<file path="src/rtl/syst_collector.sv">
// Result sink for the bottom of a systolic MAC array: per-lane FIFOs absorb the
// column skew, and one aligned word per result row leaves over valid/ready.
module syst_collector #(
    parameter int N_LANES = 4,
    parameter int S_WIDTH = 32,
    parameter int DEPTH   = 8
) (
    input  logic                       clk,
    input  logic                       rstn,
    input  logic                       enable,
    input  logic                       clear_i,
    input  logic [N_LANES*S_WIDTH-1:0] psumm_i,
    input  logic [N_LANES-1:0]         valid_i,
    output logic [N_LANES*S_WIDTH-1:0] data_o,
    output logic                       valid_o,
    input  logic                       ready_i,
    output logic                       stall_o,
    output logic                       overflow_o
);

    localparam int AW = $clog2(DEPTH);
    localparam int CW = AW + 1;
    localparam logic [CW-1:0] FULL_LVL  = CW'(DEPTH);
    localparam logic [CW-1:0] STALL_LVL = CW'(DEPTH - N_LANES);

    logic [S_WIDTH-1:0]         mem    [N_LANES][DEPTH];
    logic [AW-1:0]              wr_ptr [N_LANES];
    logic [AW-1:0]              rd_ptr [N_LANES];
    logic [CW-1:0]              cnt    [N_LANES];
    logic [N_LANES-1:0]         non_empty;
    logic [N_LANES-1:0]         near_full;
    logic [N_LANES-1:0]         wr_en;
    logic [N_LANES-1:0]         drop;
    logic [N_LANES*S_WIDTH-1:0] head_word;
    logic                       pop;

    always_comb begin
        non_empty = '0;
        near_full = '0;
        head_word = '0;
        for (int k = 0; k < N_LANES; k++) begin
            non_empty[k] = (cnt[k] != '0);
            near_full[k] = (cnt[k] >= STALL_LVL);
            head_word[k*S_WIDTH +: S_WIDTH] = mem[k][rd_ptr[k]];
        end
        pop = (&non_empty) && (!valid_o || ready_i);
        wr_en = '0;
        drop  = '0;
        // A full lane that pops this cycle frees a slot, so the write still lands.
        for (int k = 0; k < N_LANES; k++) begin
            wr_en[k] = valid_i[k] && enable && ((cnt[k] != FULL_LVL) || pop);
            drop[k]  = valid_i[k] && enable && (cnt[k] == FULL_LVL) && !pop;
        end
    end

    assign stall_o = |near_full;

    always_ff @(posedge clk) begin
        for (int k = 0; k < N_LANES; k++) begin
            if (!clear_i && wr_en[k]) begin
                mem[k][wr_ptr[k]] <= psumm_i[k*S_WIDTH +: S_WIDTH];
            end
        end
    end

    always_ff @(posedge clk or negedge rstn) begin
        if (!rstn) begin
            for (int k = 0; k < N_LANES; k++) begin
                wr_ptr[k] <= '0;
                rd_ptr[k] <= '0;
                cnt[k]    <= '0;
            end
        end else if (clear_i) begin
            for (int k = 0; k < N_LANES; k++) begin
                wr_ptr[k] <= '0;
                rd_ptr[k] <= '0;
                cnt[k]    <= '0;
            end
        end else begin
            for (int k = 0; k < N_LANES; k++) begin
                if (wr_en[k]) begin
                    wr_ptr[k] <= wr_ptr[k] + AW'(1);
                end
                if (pop) begin
                    rd_ptr[k] <= rd_ptr[k] + AW'(1);
                end
                if (wr_en[k] && !pop) begin
                    cnt[k] <= cnt[k] + CW'(1);
                end else if (!wr_en[k] && pop) begin
                    cnt[k] <= cnt[k] - CW'(1);
                end
            end
        end
    end

    always_ff @(posedge clk or negedge rstn) begin
        if (!rstn) begin
            data_o     <= '0;
            valid_o    <= 1'b0;
            overflow_o <= 1'b0;
        end else if (clear_i) begin
            valid_o    <= 1'b0;
            overflow_o <= 1'b0;
        end else begin
            if (pop) begin
                data_o  <= head_word;
                valid_o <= 1'b1;
            end else if (ready_i) begin
                valid_o <= 1'b0;
            end
            if (|drop) begin
                overflow_o <= 1'b1;
            end
        end
    end

endmodule

</file>
<file path="config.mk">
export PLATFORM = sky130hd
export DESIGN_NAME = syst_collector
export DESIGN_NICKNAME = d
export VERILOG_FILES = /design/src/rtl/syst_collector.sv
export SDC_FILE = /design/constraint.sdc
export NUM_CORES = 1
export LEC_CHECK = 0
export CAP_MARGIN = 40
export CORE_ASPECT_RATIO = 1.75
export CORE_MARGIN = 2
export CORE_UTILIZATION = 60
export CTS_CLUSTER_DIAMETER = 80
export DETAILED_ROUTE_END_ITERATION = 16
export DONT_BUFFER_PORTS = 1
export GPL_TIMING_DRIVEN = 0
export PLACE_DENSITY_LB_ADDON = 0.2
export SKIP_CTS_REPAIR_TIMING = 1
export SYNTH_ARGS = -nofsm -noshare
export SYNTH_HDL_FRONTEND = slang
export SYNTH_SLANG_ARGS = --single-unit
</file>
<file path="constraint.sdc">
create_clock -name clk -period 6.1 [get_ports clk]
set_input_delay 0.915 -clock clk [delete_from_list [all_inputs] [get_ports clk]]
set_output_delay 0.915 -clock clk [all_outputs]
set_load 0.05 [all_outputs]
</file>
### Yosys cells after proc, flatten, opt, wreduce, memory -nomap -nowiden

Memory sizes are Yosys's and may differ from the RTL's.
Index checks and enable logic that the tools add are counted.
Widths: inputs -> output; s select.

| word-level totals | value |
|---|---|
| flip-flop bits (word level) | 170 |
| bits in latches | 0 |
| memory bits (writable) | 1,024 |
| memory bits (read-only) | 0 |
| input port bits | 137 |
| output and inout port bits | 131 |
| logic and storage cells | 181 |
| memories | 1 |

| operators by class | value |
|---|---|
| $add $sub $neg | 16 |
| multipliers | 0 |
| divide/modulo/power cells | 0 |
| $lt $le $gt $ge | 16 |
| equal/unequal tests | 8 |
| shift operators | 0 |
| multiplexer cells | 52 |
| bitwise operators | 9 |
| reductions and logical operators | 64 |

Memories:

| memory | words | width | rd ports | clocked after memory_dff | wr ports | RTL line | RTL |
|---|---|---|---|---|---|---|---|
| mem | 4 | 256 | 4 | 0 | 4 | 26 | `logic [S_WIDTH-1:0] mem [N_LANES][DEPTH];` |

Operator list:

| cell | count |
|---|---|
| $mux 256 | 4 |
| $bmux 32 s3 | 4 |
| $demux 32 s3 | 4 |
| $mux 32 | 12 |
| $logic_and 1x1->1 | 33 |
| $ge 4x4->1 const B | 8 |
| $mux 4 | 8 |
| $not 3->4 | 8 |
| $add 3x1->3 const B | 8 |
| $mux 12 | 2 |
| $mux 3 | 8 |
| $add 4x1->4 const B | 4 |
| $eq 4x4->1 const B | 4 |
| $ge 4x3->1 const B | 4 |
| $lt 4x1->1 const B | 4 |
| $mux 16 | 1 |
| $ne 4x4->1 const B | 4 |
| $reduce_bool 4->1 | 4 |
| $sub 4x1->4 const B | 4 |
| $reduce_bool 3->1 | 5 |
| $reduce_bool 2->1 | 6 |
| $mux 1 | 9 |
| $reduce_or 4->1 | 2 |
| $logic_not 1->1 | 7 |
| other kinds (4) | 8 |

### Depth between registers and ports, before layout

Gate-level depths: netlist (run 1).

| logic depth | value |
|---|---|
| word-level depth | 10 |
| mapped depth | 10 |
| gate-level depth less buffers | 9 |

### Least setup slack after synthesis (run 1)

No wires, ideal clock.

| timing path | value |
|---|---|
| path kind | input -> register |
| start point | input port ready_i |
| end point | memory mem[0][100] (netlist name), enable pin |
| setup time | 0.513 ns |
| arrival | 5.074 ns |
| data required time | 5.587 ns |
| path slack | 0.513 ns |
| stages | 6 |
| buffers on the path | 1 |
| cells stage by stage | nand2b_1 > nand2_2 > nor2_4 > buf_4 > o21ai_1 > nor4b_1 |

RTL lines:

| element | RTL line | RTL |
|---|---|---|
| start, declared | 16 | `input logic ready_i,` |
| end, declared | 26 |  |

==> flow_summary.toml, run 1 <==
[critical_path]
rr_worst_depth = 9
cpPeakStageDelay_ps = 790
crit_end = "mem[2][110]"
rr_endpoint = "mem[2][110]"
cpLargestDelayFamily = "simple AND/OR/NAND/NOR gates"
worst-path-stages = 9
cp_slowest_cell = "nor4_2"
critical_path_class = "reg -> reg"
reg2reg_from = "valid_o"
cp.arrival_ps = 4040
cp_num_buf_inv = 4
worstSetupEndpointType = "flop"
worst-r2r-setup-slack_ps = 2460
startpoint_type = "flop"
crit_start = "valid_o"
worst_ep_required_time_ps = 6500
worstPathCellList = "nand2b_1, nand2_2, o21ai_2, nand2_1, nor4_2, buf_4, buf_4, buf_4, buf_4"
cp_max_fo = 10
crit_path_frequent_cell = "buf_4"

[clocking]
cts_sinks = 1194
cts_max_level = 3
clkTransAtPathRegs_ps = 60
cts_tree = "yes"
clock_path_buffers = 3
insertion_delay_ps = 690
clock-root-buffer = "clkbuf_16"
cts_buffers = 99

[sta]
fin_skew_ps = 21.4
hold_viol = 0
hold_ws_ps = 284
finalSetupTns_ps = 0
period_share = 0.597
timing.fmax_mhz = 274
min_period_ps = 3640
rsz0062_at_grt = "no"
maxSlewViolCount = 0
maxSlewHeadroom = 0.307
setup_viol = 0
worst_pin_slew_ps = 1040

[global_route]
grt_first_pass_wirelength_microns = 143000
grt_max_degree = 171
grt_use_total = 0.251
grt_overflow = 0
antenna_found_initial = 1
first_global_vias = 22900

[power]
p_sw_mw = 5.11
max-vdd-ir-drop_mv = 0.302
powerDensity_nw_per_um2 = 362
p_int_mw = 13.7
p_seq_frac = 0.580
combPwrFrac = 0.074
power.leakage_nw = 17.2
p_clk_frac = 0.346
swShare = 0.272

[yosys]
ys_top_cells_by_count = "edfxtp_1 (1024), mux4_2 (256), dfrtp_1 (170), mux2_2 (160), mux2_1 (103)"
synthCells = 2083
ys_seq_area_frac = 0.762
netlist_area_sq_um = 46000
syn_area_per_cell_sq_um = 22.1
synth_top_cell_by_area = "edfxtp_1"
syn_nets = 2240
yosysMostFrequentCell = "edfxtp_1"
yosysTopAreaCellShare = 0.669
synth-main-ff-cell = "edfxtp_1"
synth.area.top_cells = "edfxtp_1 (67%), mux4_2 (13%), dfrtp_1 (9.3%), mux2_2 (3.9%), mux2_1 (2.5%)"
synth_cell_types = 52
synth-warning-count = 0
ys_ff_latch = 1194
async_reset_ff_frac = 0.142
synth_edf_count = 1024

[layout]
postLayoutCoreUtil = 0.682
fin_area_sq_um = 51900
antenna_cells = 0
fillers = 4774
syn_to_final_growth_pct = 12.9
final_nets = 2447
drive_gt1_frac = 0.320

[floorplanning]
num_rows = 134
dieArea_sq_um = 78900
die_y_microns = 370
die_w_microns = 213
ios = 268
initial_utilization = 0.604
core_area_sq_um = 76100

[placed_design]
gp_congestion = 0.771
port_buffers = 0
dp_hpwl_microns = 62800
post_dp_cell_area_sq_um = 48500

[hold_path]
hold_path.class = "in -> async"

[detailed_routing]
vias = 21000
drt-vias-per-instance = 6.20
wl_per_cell_microns = 28.2
routed_wl_microns = 95500
drt_iter0_markers = 1540
drc = 0
dr.pass1.iters = 6
drtAntennaViolNets = 0

[run_status]
status = "finished clean"

[job]
cap_violations = 0
[through the flow]
step	total power, mW	cells	setup slack [ps]
3_5_place_dp	12.5	3207	2200
5_1_grt	19.4	3393	2290
2_1_floorplan	12.0	2083	513
6_report	18.8	3393	2460
3_3_place_gp	12.4	3103	-3400
4_1_cts	18.9	3391	2440
[area by class of cell]
class                           count  area (sq um)  area share
Inverter                           17          63.8     0.00123
Clock inverter                     42           527      0.0102
Multi-Input combinational cell    771         10600       0.204
Tap cell                         1020          1280      0.0246
Sequential cell                  1194         35000       0.675
Buffer                            101           517     0.00996
Clock buffer                      142          2800      0.0540
Timing Repair Buffer              106          1120      0.0215
[worst reg2reg max path, delay by kind of cell, from the launching register on]
kind / cells / cell delay [ps]
buffers and inverters: 4 / 850
AND/OR/NAND/NOR: 4 / 1610
AO/OA/AOI/OAI: 1 / 290
flip-flops: 1 / 600
[cell families after synthesis]
| logic type | after synthesis | synth area share |
|---|---|---|
| adders and majority gates | 20 | 0.00610 |
| muxes | 525 | 0.191 |
| and+or+nand+nor | 155 | 0.0179 |
| buffers and inverters | 118 | 0.0126 |
| xor gates and xnor gates | 12 | 0.00229 |
| DFF | 1194 | 0.762 |
| AOI/OAI and AO/OA | 59 | 0.00844 |
[registers in the layout (all words and copies together), names as in the netlist]
register,cells
cnt,16
data_o,128
mem,1024
overflow_o,1
rd_ptr,12
valid_o,1
wr_ptr,12
[power by group through the flow]
stage / Sequential, mW / Combinational [mW] / Clock, mW
2_1_floorplan: 10.9 / 1.07 / 0
3_3_place_gp: 11.1 / 1.30 / 0
5_1_grt: 10.9 / 1.53 / 6.91
6_report: 10.9 / 1.40 / 6.49
4_1_cts: 10.9 / 1.40 / 6.60
3_5_place_dp: 11.1 / 1.39 / 0
[routing by layer]
layer,track usage,part of all wire
met1,0.302,0.36
met2,0.428,0.52
met3,0.0721,0.087
met4,0.0991,0.033
met5,0,0
[placed cells by master (no fill, tap or decap), types with 21 or more instances in the layout]
master and n:
nand2_1 21, dfrtp_1 170, nor2_1 29, buf_6 36, buf_2 33, edfxtp_1 1024, mux2_2 160, buf_4 60
mux2_1 103, a21oi_1 21, clkbuf_1 78, mux4_2 256, clkbuf_16 100
[worst min-delay path by stage]
stage | start | cells past startpoint | slack, ps | to
after global placement | cnt[3] | 1 | 510 | cnt[3]
final | rstn | 1 | 280 | data_o[16]
after CTS | rstn | 0 | -120 | data_o[22]
after floorplan | cnt[11] | 1 | 480 | cnt[11]
after global routing | psumm_i[65] | 0 | 290 | mem[2][161]
after detailed placement | cnt[3] | 1 | 520 | cnt[3]
(Power assumes the default switching activity.)
==> run 2: changes to the inputs <==
--- a/config.mk
+++ b/config.mk
@@ -5,10 +5,11 @@
 export SDC_FILE = /design/constraint.sdc
 export NUM_CORES = 1
 export LEC_CHECK = 0
+export ABC_AREA = 1
 export CAP_MARGIN = 40
 export CORE_ASPECT_RATIO = 1.75
 export CORE_MARGIN = 2
-export CORE_UTILIZATION = 60
+export CORE_UTILIZATION = 57
 export CTS_CLUSTER_DIAMETER = 80
 export DETAILED_ROUTE_END_ITERATION = 16
 export DONT_BUFFER_PORTS = 1
==> constraint.sdc (replaced) <==
create_clock -name clk -period 3 [get_ports clk]
set_input_delay 0.45 -clock clk [delete_from_list [all_inputs] [get_ports clk]]
set_output_delay 0.45 -clock clk [all_outputs]
set_load 0.05 [all_outputs]
==> run 2 against run 1 <==
Net effect:
- the flow now finishes with violations (hold timing)
- register-to-register slack worse by 2300 ps
- via count is 48% higher
- power is 120% higher
- sequential cell count stayed put
- largest power group unchanged
- clock power is 120% higher
- non-clock buffer count is 213 higher
- die area is 7.7% higher
- largest cell class unchanged
==> flow_summary.toml, run 2 <==
[power]
power.leakage_nw = 19.7
p_sw_mw = 12.9
swShare = 0.310
p_clk_frac = 0.336
p_seq_frac = 0.524
p_int_mw = 28.7
powerDensity_nw_per_um2 = 760
combPwrFrac = 0.140
max-vdd-ir-drop_mv = 0.783

[critical_path]
worstSetupEndpointType = "flop"
crit_start = "valid_o"
worst_ep_required_time_ps = 3390
worst-r2r-setup-slack_ps = 160
cp_max_fo = 20
reg2reg_from = "valid_o"
startpoint_type = "flop"
cpLargestDelayFamily = "simple AND/OR/NAND/NOR gates"
cp.arrival_ps = 3230
cp_slowest_cell = "nor2_4"
crit_end = "mem[0][203]"
cpPeakStageDelay_ps = 660
crit_path_frequent_cell = "nand2_2"
rr_endpoint = "mem[0][203]"
critical_path_class = "reg -> reg"
rr_worst_depth = 9
worst-path-stages = 9
cp_num_buf_inv = 2
worstPathCellList = "nand2_4, nand2_2, buf_6, nand2_2, nand2_2, nor2_4, nand2_2, nor2_4, buf_16"

[sta]
maxSlewHeadroom = 0.344
hold_ws_ps = -547
fin_skew_ps = 18.9
setup_viol = 0
rsz0062_at_grt = "yes"
timing.fmax_mhz = 352
maxSlewViolCount = 0
worst_pin_slew_ps = 984
min_period_ps = 2840
period_share = 0.947
setup_ws_ps = 159
hold_viol = 170

[detailed_routing]
drt_iter0_markers = 3131
wl_per_cell_microns = 24.5
dr.pass1.iters = 5
vias = 31100
drtAntennaViolNets = 0
routed_wl_microns = 127000
drc = 0
drt-vias-per-instance = 6.02

[global_route]
antenna_found_initial = 15
grt_max_degree = 171
first_global_vias = 30200
grt_overflow = 0
grt_first_pass_wirelength_microns = 184000
grt_use_total = 0.293

[clocking]
clkTransAtPathRegs_ps = 70
cts_max_level = 3
cts_buffers = 102
clock_path_buffers = 3
clock-root-buffer = "clkbuf_16"
cts_tree = "yes"
cts_sinks = 1194
insertion_delay_ps = 690

[yosys]
synth_edf_count = 1024
ys_top_cells_by_count = "edfxtp_1 (1024), o21ai_0 (541), nand2_1 (420), nor2_1 (369), inv_1 (285)"
synth_cell_types = 34
synthCells = 3716
ys_ff_latch = 1194
syn_nets = 3873
yosysMostFrequentCell = "edfxtp_1"
syn_area_per_cell_sq_um = 12.7
synth_top_cell_by_area = "edfxtp_1"
yosysTopAreaCellShare = 0.653
async_reset_ff_frac = 0.142
synth-warning-count = 0
synth-main-ff-cell = "edfxtp_1"
netlist_area_sq_um = 47100
synth.area.top_cells = "edfxtp_1 (65%), dfrtp_1 (9.0%), o21ai_0 (5.7%), nand2_1 (3.3%), nor2_1 (2.9%)"
ys_seq_area_frac = 0.743

[layout]
largest_reg_flops = 1024
final_cell_mix = "edfxtp_1 (1024), o21ai_0 (541), nand2_1 (419)"
final_nets = 4171
layout_commonest_cell = "edfxtp_1"
regArea_sq_um = 35000
fillers = 5790
drive_gt1_frac = 0.0883
multiInputGateArea_sq_um = 10200
syn_to_final_growth_pct = 16.2
postLayoutCoreUtil = 0.668

[floorplanning]
ios = 268
num_rows = 139
dieArea_sq_um = 85000
initial_utilization = 0.575
core_area_sq_um = 81900
die_y_microns = 384
die_w_microns = 221

[placed_design]
dp_hpwl_microns = 80600
dp_slack_ps = -333
gp_congestion = 0.817
port_buffers = 0

[hold_path]
hold_path.class = "in -> async"

[run_status]
violations = "hold timing"
status = "complete, but fails checks"

[job]
cap_violations = 0
run 2: cell count changes in the layout (fill, tap and decap cells not counted), moves of 103 or more:
cell           before  now
o21ai_0             5  541
nand2_1            21  419
nor2_1             29  337
inv_1              15  285
mux4_2            256    0
a21oi_1            21  224
mux2_2            160    0
dlygate4sd3_1       0  129
mux2_1            103    0
run 2: power by group through the flow:
stage	logic (mW)	clock network [mW]	registers (mW)
after floorplan	3.60	0	21.9
after CTS	5.49	14.0	21.8
after global routing	6.42	14.6	21.9
after detailed placement	5.46	0	22.2
final	5.82	14.0	21.8
after global placement	5.25	0	22.2
run 2: kinds of logic (layout without fill, tap and decap cells):
kind of cell    after synthesis  in the layout  share of synthesized area
mux                          22             22                    0.00468
flops                      1194           1194                      0.743
fa+ha+maj                    20             20                    0.00595
buf+inv                     516            899                     0.0447
compound gates             1012           1012                      0.118
simple gates                944            945                     0.0817
other cells                   0              6                          0
xor+xnor                      8              8                    0.00149
run 2: layout make-up:
cell class,instances,area share
Antenna cell,6,0.000274
Buffer,227,0.0187
Clock buffer,141,0.0527
Clock inverter,49,0.0118
Inverter,289,0.0198
Multi-Input combinational cell,2007,0.187
Sequential cell,1194,0.639
Tap cell,1057,0.0242
Timing Repair Buffer,193,0.0459
run 2: routing by layer:
layer	up-vias	track usage	routed length, microns
li1	13900	-	-
met1	15400	0.341	46700
met2	1459	0.521	66400
met3	274	0.0669	9520
met4	16	0.123	3930
met5	-	0	109
run 2: worst min path at each step:
stage,start,endpoint,depth (start not counted)
after floorplan,rstn,cnt[0],0
after global placement,rstn,data_o[11],0
after detailed placement,rstn,data_o[11],0
after CTS,rstn,data_o[17],0
after global routing,rstn,data_o[17],0
final,rstn,data_o[26],0
run 2: metrics by stage:
stage	TNS, ps	cell area, sq um	total power [mW]	std cells	hold slack, ps
floorplan	-237730	47100	25.5	3716	154
global placement	-2079540	48400	27.4	4773	158
detailed placement	-126430	49500	27.6	4807	158
CTS	-134590	53000	41.3	4997	-580
global route	-210	54700	42.9	5163	-563
finish	0	54700	41.6	5163	-547
==> run 3: changes to the inputs <==
--- a/config.mk
+++ b/config.mk
@@ -5,7 +5,6 @@
 export SDC_FILE = /design/constraint.sdc
 export NUM_CORES = 1
 export LEC_CHECK = 0
-export ABC_AREA = 1
 export CAP_MARGIN = 40
 export CORE_ASPECT_RATIO = 1.75
 export CORE_MARGIN = 2
==> run 3 against run 2 <==
Net effect:
- the run still ends with hold timing left
- register-to-register slack lost 90 ps
- first-iteration DRC count shrank 51%
- die area shrank 2.4%
- clock-buffer cell count shrank 15
- routed wire length shrank 23%
- sequential power is essentially flat
- utilization grew 0.88 points
- sequential share of layout area grew 0.79 points
- cell count shrank 31%
- critical path type unchanged
==> flow_summary.toml, run 3 (synthesized netlist as in run 1, its figures left out) <==
[detailed_routing]
drtAntennaViolNets = 0
dr.pass1.iters = 6
drt_iter0_markers = 1532
drt-vias-per-instance = 6.08
wl_per_cell_microns = 27.3
routed_wl_microns = 97700
drc = 0
vias = 21800

[sta]
timing.fmax_mhz = 342
hold_ws_ps = -553
setup_viol = 0
worst_pin_slew_ps = 831
min_period_ps = 2930
maxSlewHeadroom = 0.446
hold_viol = 170
maxSlewViolCount = 0
period_share = 0.975
fin_skew_ps = 27.8

[critical_path]
startpoint_type = "flop"
worstSetupEndpointType = "flop"
worst-r2r-setup-slack_ps = 70
cp.arrival_ps = 3330
critical_path_class = "reg -> reg"
cp_max_fo = 10
worst_ep_required_time_ps = 3400

[power]
combPwrFrac = 0.081
power.leakage_nw = 18.0
swShare = 0.274
p_int_mw = 28.2
p_clk_frac = 0.349
max-vdd-ir-drop_mv = 0.703
p_seq_frac = 0.570
p_sw_mw = 10.7
powerDensity_nw_per_um2 = 718

[floorplanning]
ios = 268
die_w_microns = 219
dieArea_sq_um = 83000
initial_utilization = 0.575
num_rows = 137
core_area_sq_um = 79900
die_y_microns = 380

[placed_design]
dpl.cell_count = 3190
gp_congestion = 0.807
dp_hpwl_microns = 62300
port_buffers = 0

[global_route]
first_global_vias = 23000
grt_first_pass_wirelength_microns = 145000
grt_max_degree = 171
antenna_found_initial = 13
grt_overflow = 0
grt_use_total = 0.239

[layout]
final_nets = 2600
largest_reg_flops = 1024
fin_cells = 3584
syn_to_final_growth_pct = 17.6
drive_gt1_frac = 0.318
layout_commonest_cell = "edfxtp_1"
final_cell_mix = "edfxtp_1 (1024), mux4_2 (256), dfrtp_1 (167)"

[hold_path]
hold_path.class = "in -> async"

[clocking]
cts_sinks = 1194
insertion_delay_ps = 700
clock_path_buffers = 3
clock-root-buffer = "clkbuf_16"
cts_tree = "yes"
clkTransAtPathRegs_ps = 70
cts_max_level = 3
cts_buffers = 101

[run_status]
violations = "hold timing"
status = "complete, but fails checks"

[job]
cap_violations = 0
## run 3: worst paths after layout
kind                         start          end  depth (start not counted)
min                           rstn   data_o[19]                          0
min reg2reg                cnt[11]      cnt[11]                          1
max                         cnt[0]  mem[0][175]                         10
max reg2reg                 cnt[0]  mem[0][175]                         10
min in group clk           ready_i      valid_o                          2
max in group asynchronous     rstn  data_o[108]                          0
## run 3: power groups by stage
| stage | Sequential, mW | Combinational (mW) | Clock, mW |
|---|---|---|---|
| 2_1_floorplan | 22.2 | 2.22 | 0 |
| 3_3_place_gp | 22.5 | 2.68 | 0 |
| 3_5_place_dp | 22.5 | 2.86 | 0 |
| 4_1_cts | 22.1 | 2.89 | 13.8 |
| 5_1_grt | 22.2 | 3.44 | 14.4 |
| 6_report | 22.1 | 3.16 | 13.5 |
## run 3: area by class of cell
type                            count  area, sq um
Multi-Input combinational cell    771        10800
Sequential cell                  1194        35000
Clock buffer                      126         2770
Buffer                            101          531
Tap cell                         1042         1300
Timing Repair Buffer              257         2920
Inverter                           17         63.8
Clock inverter                     64          703
Fill cell                        5001        25800
Antenna cell                       12         30.0
## run 3: through the flow
step	setup slack, ps	util	setup TNS, ps	instance area [sq um]	power (mW)
after floorplan	-212	-	-80340	46200	24.4
after global placement	-2070	0.595	-1553980	47500	25.1
after detailed placement	-532	0.609	-87680	48700	25.3
after CTS	-512	0.653	-87340	52100	38.8
after global routing	-3.06	0.677	-7.02	54100	40.0
final	73.7	0.677	0	54100	38.8
## run 3: per-layer routing
layer,vias up,routed length (microns),GRT usage
li1,9309,-,-
met1,11600,36800,0.285
met2,720,52000,0.420
met3,141,6510,0.0678
met4,4,2370,0.0761
met5,-,27,0
## run 3: critical path, cell delays in order (launching register included)
cell and delay [ps]:
dfrtp_1 450, nor4_1 110, or3_1 390, buf_6 170, nor2_4 190, buf_8 210, o21ai_4 120, nor4_4 400
buf_6 230, buf_6 170, buf_6 190
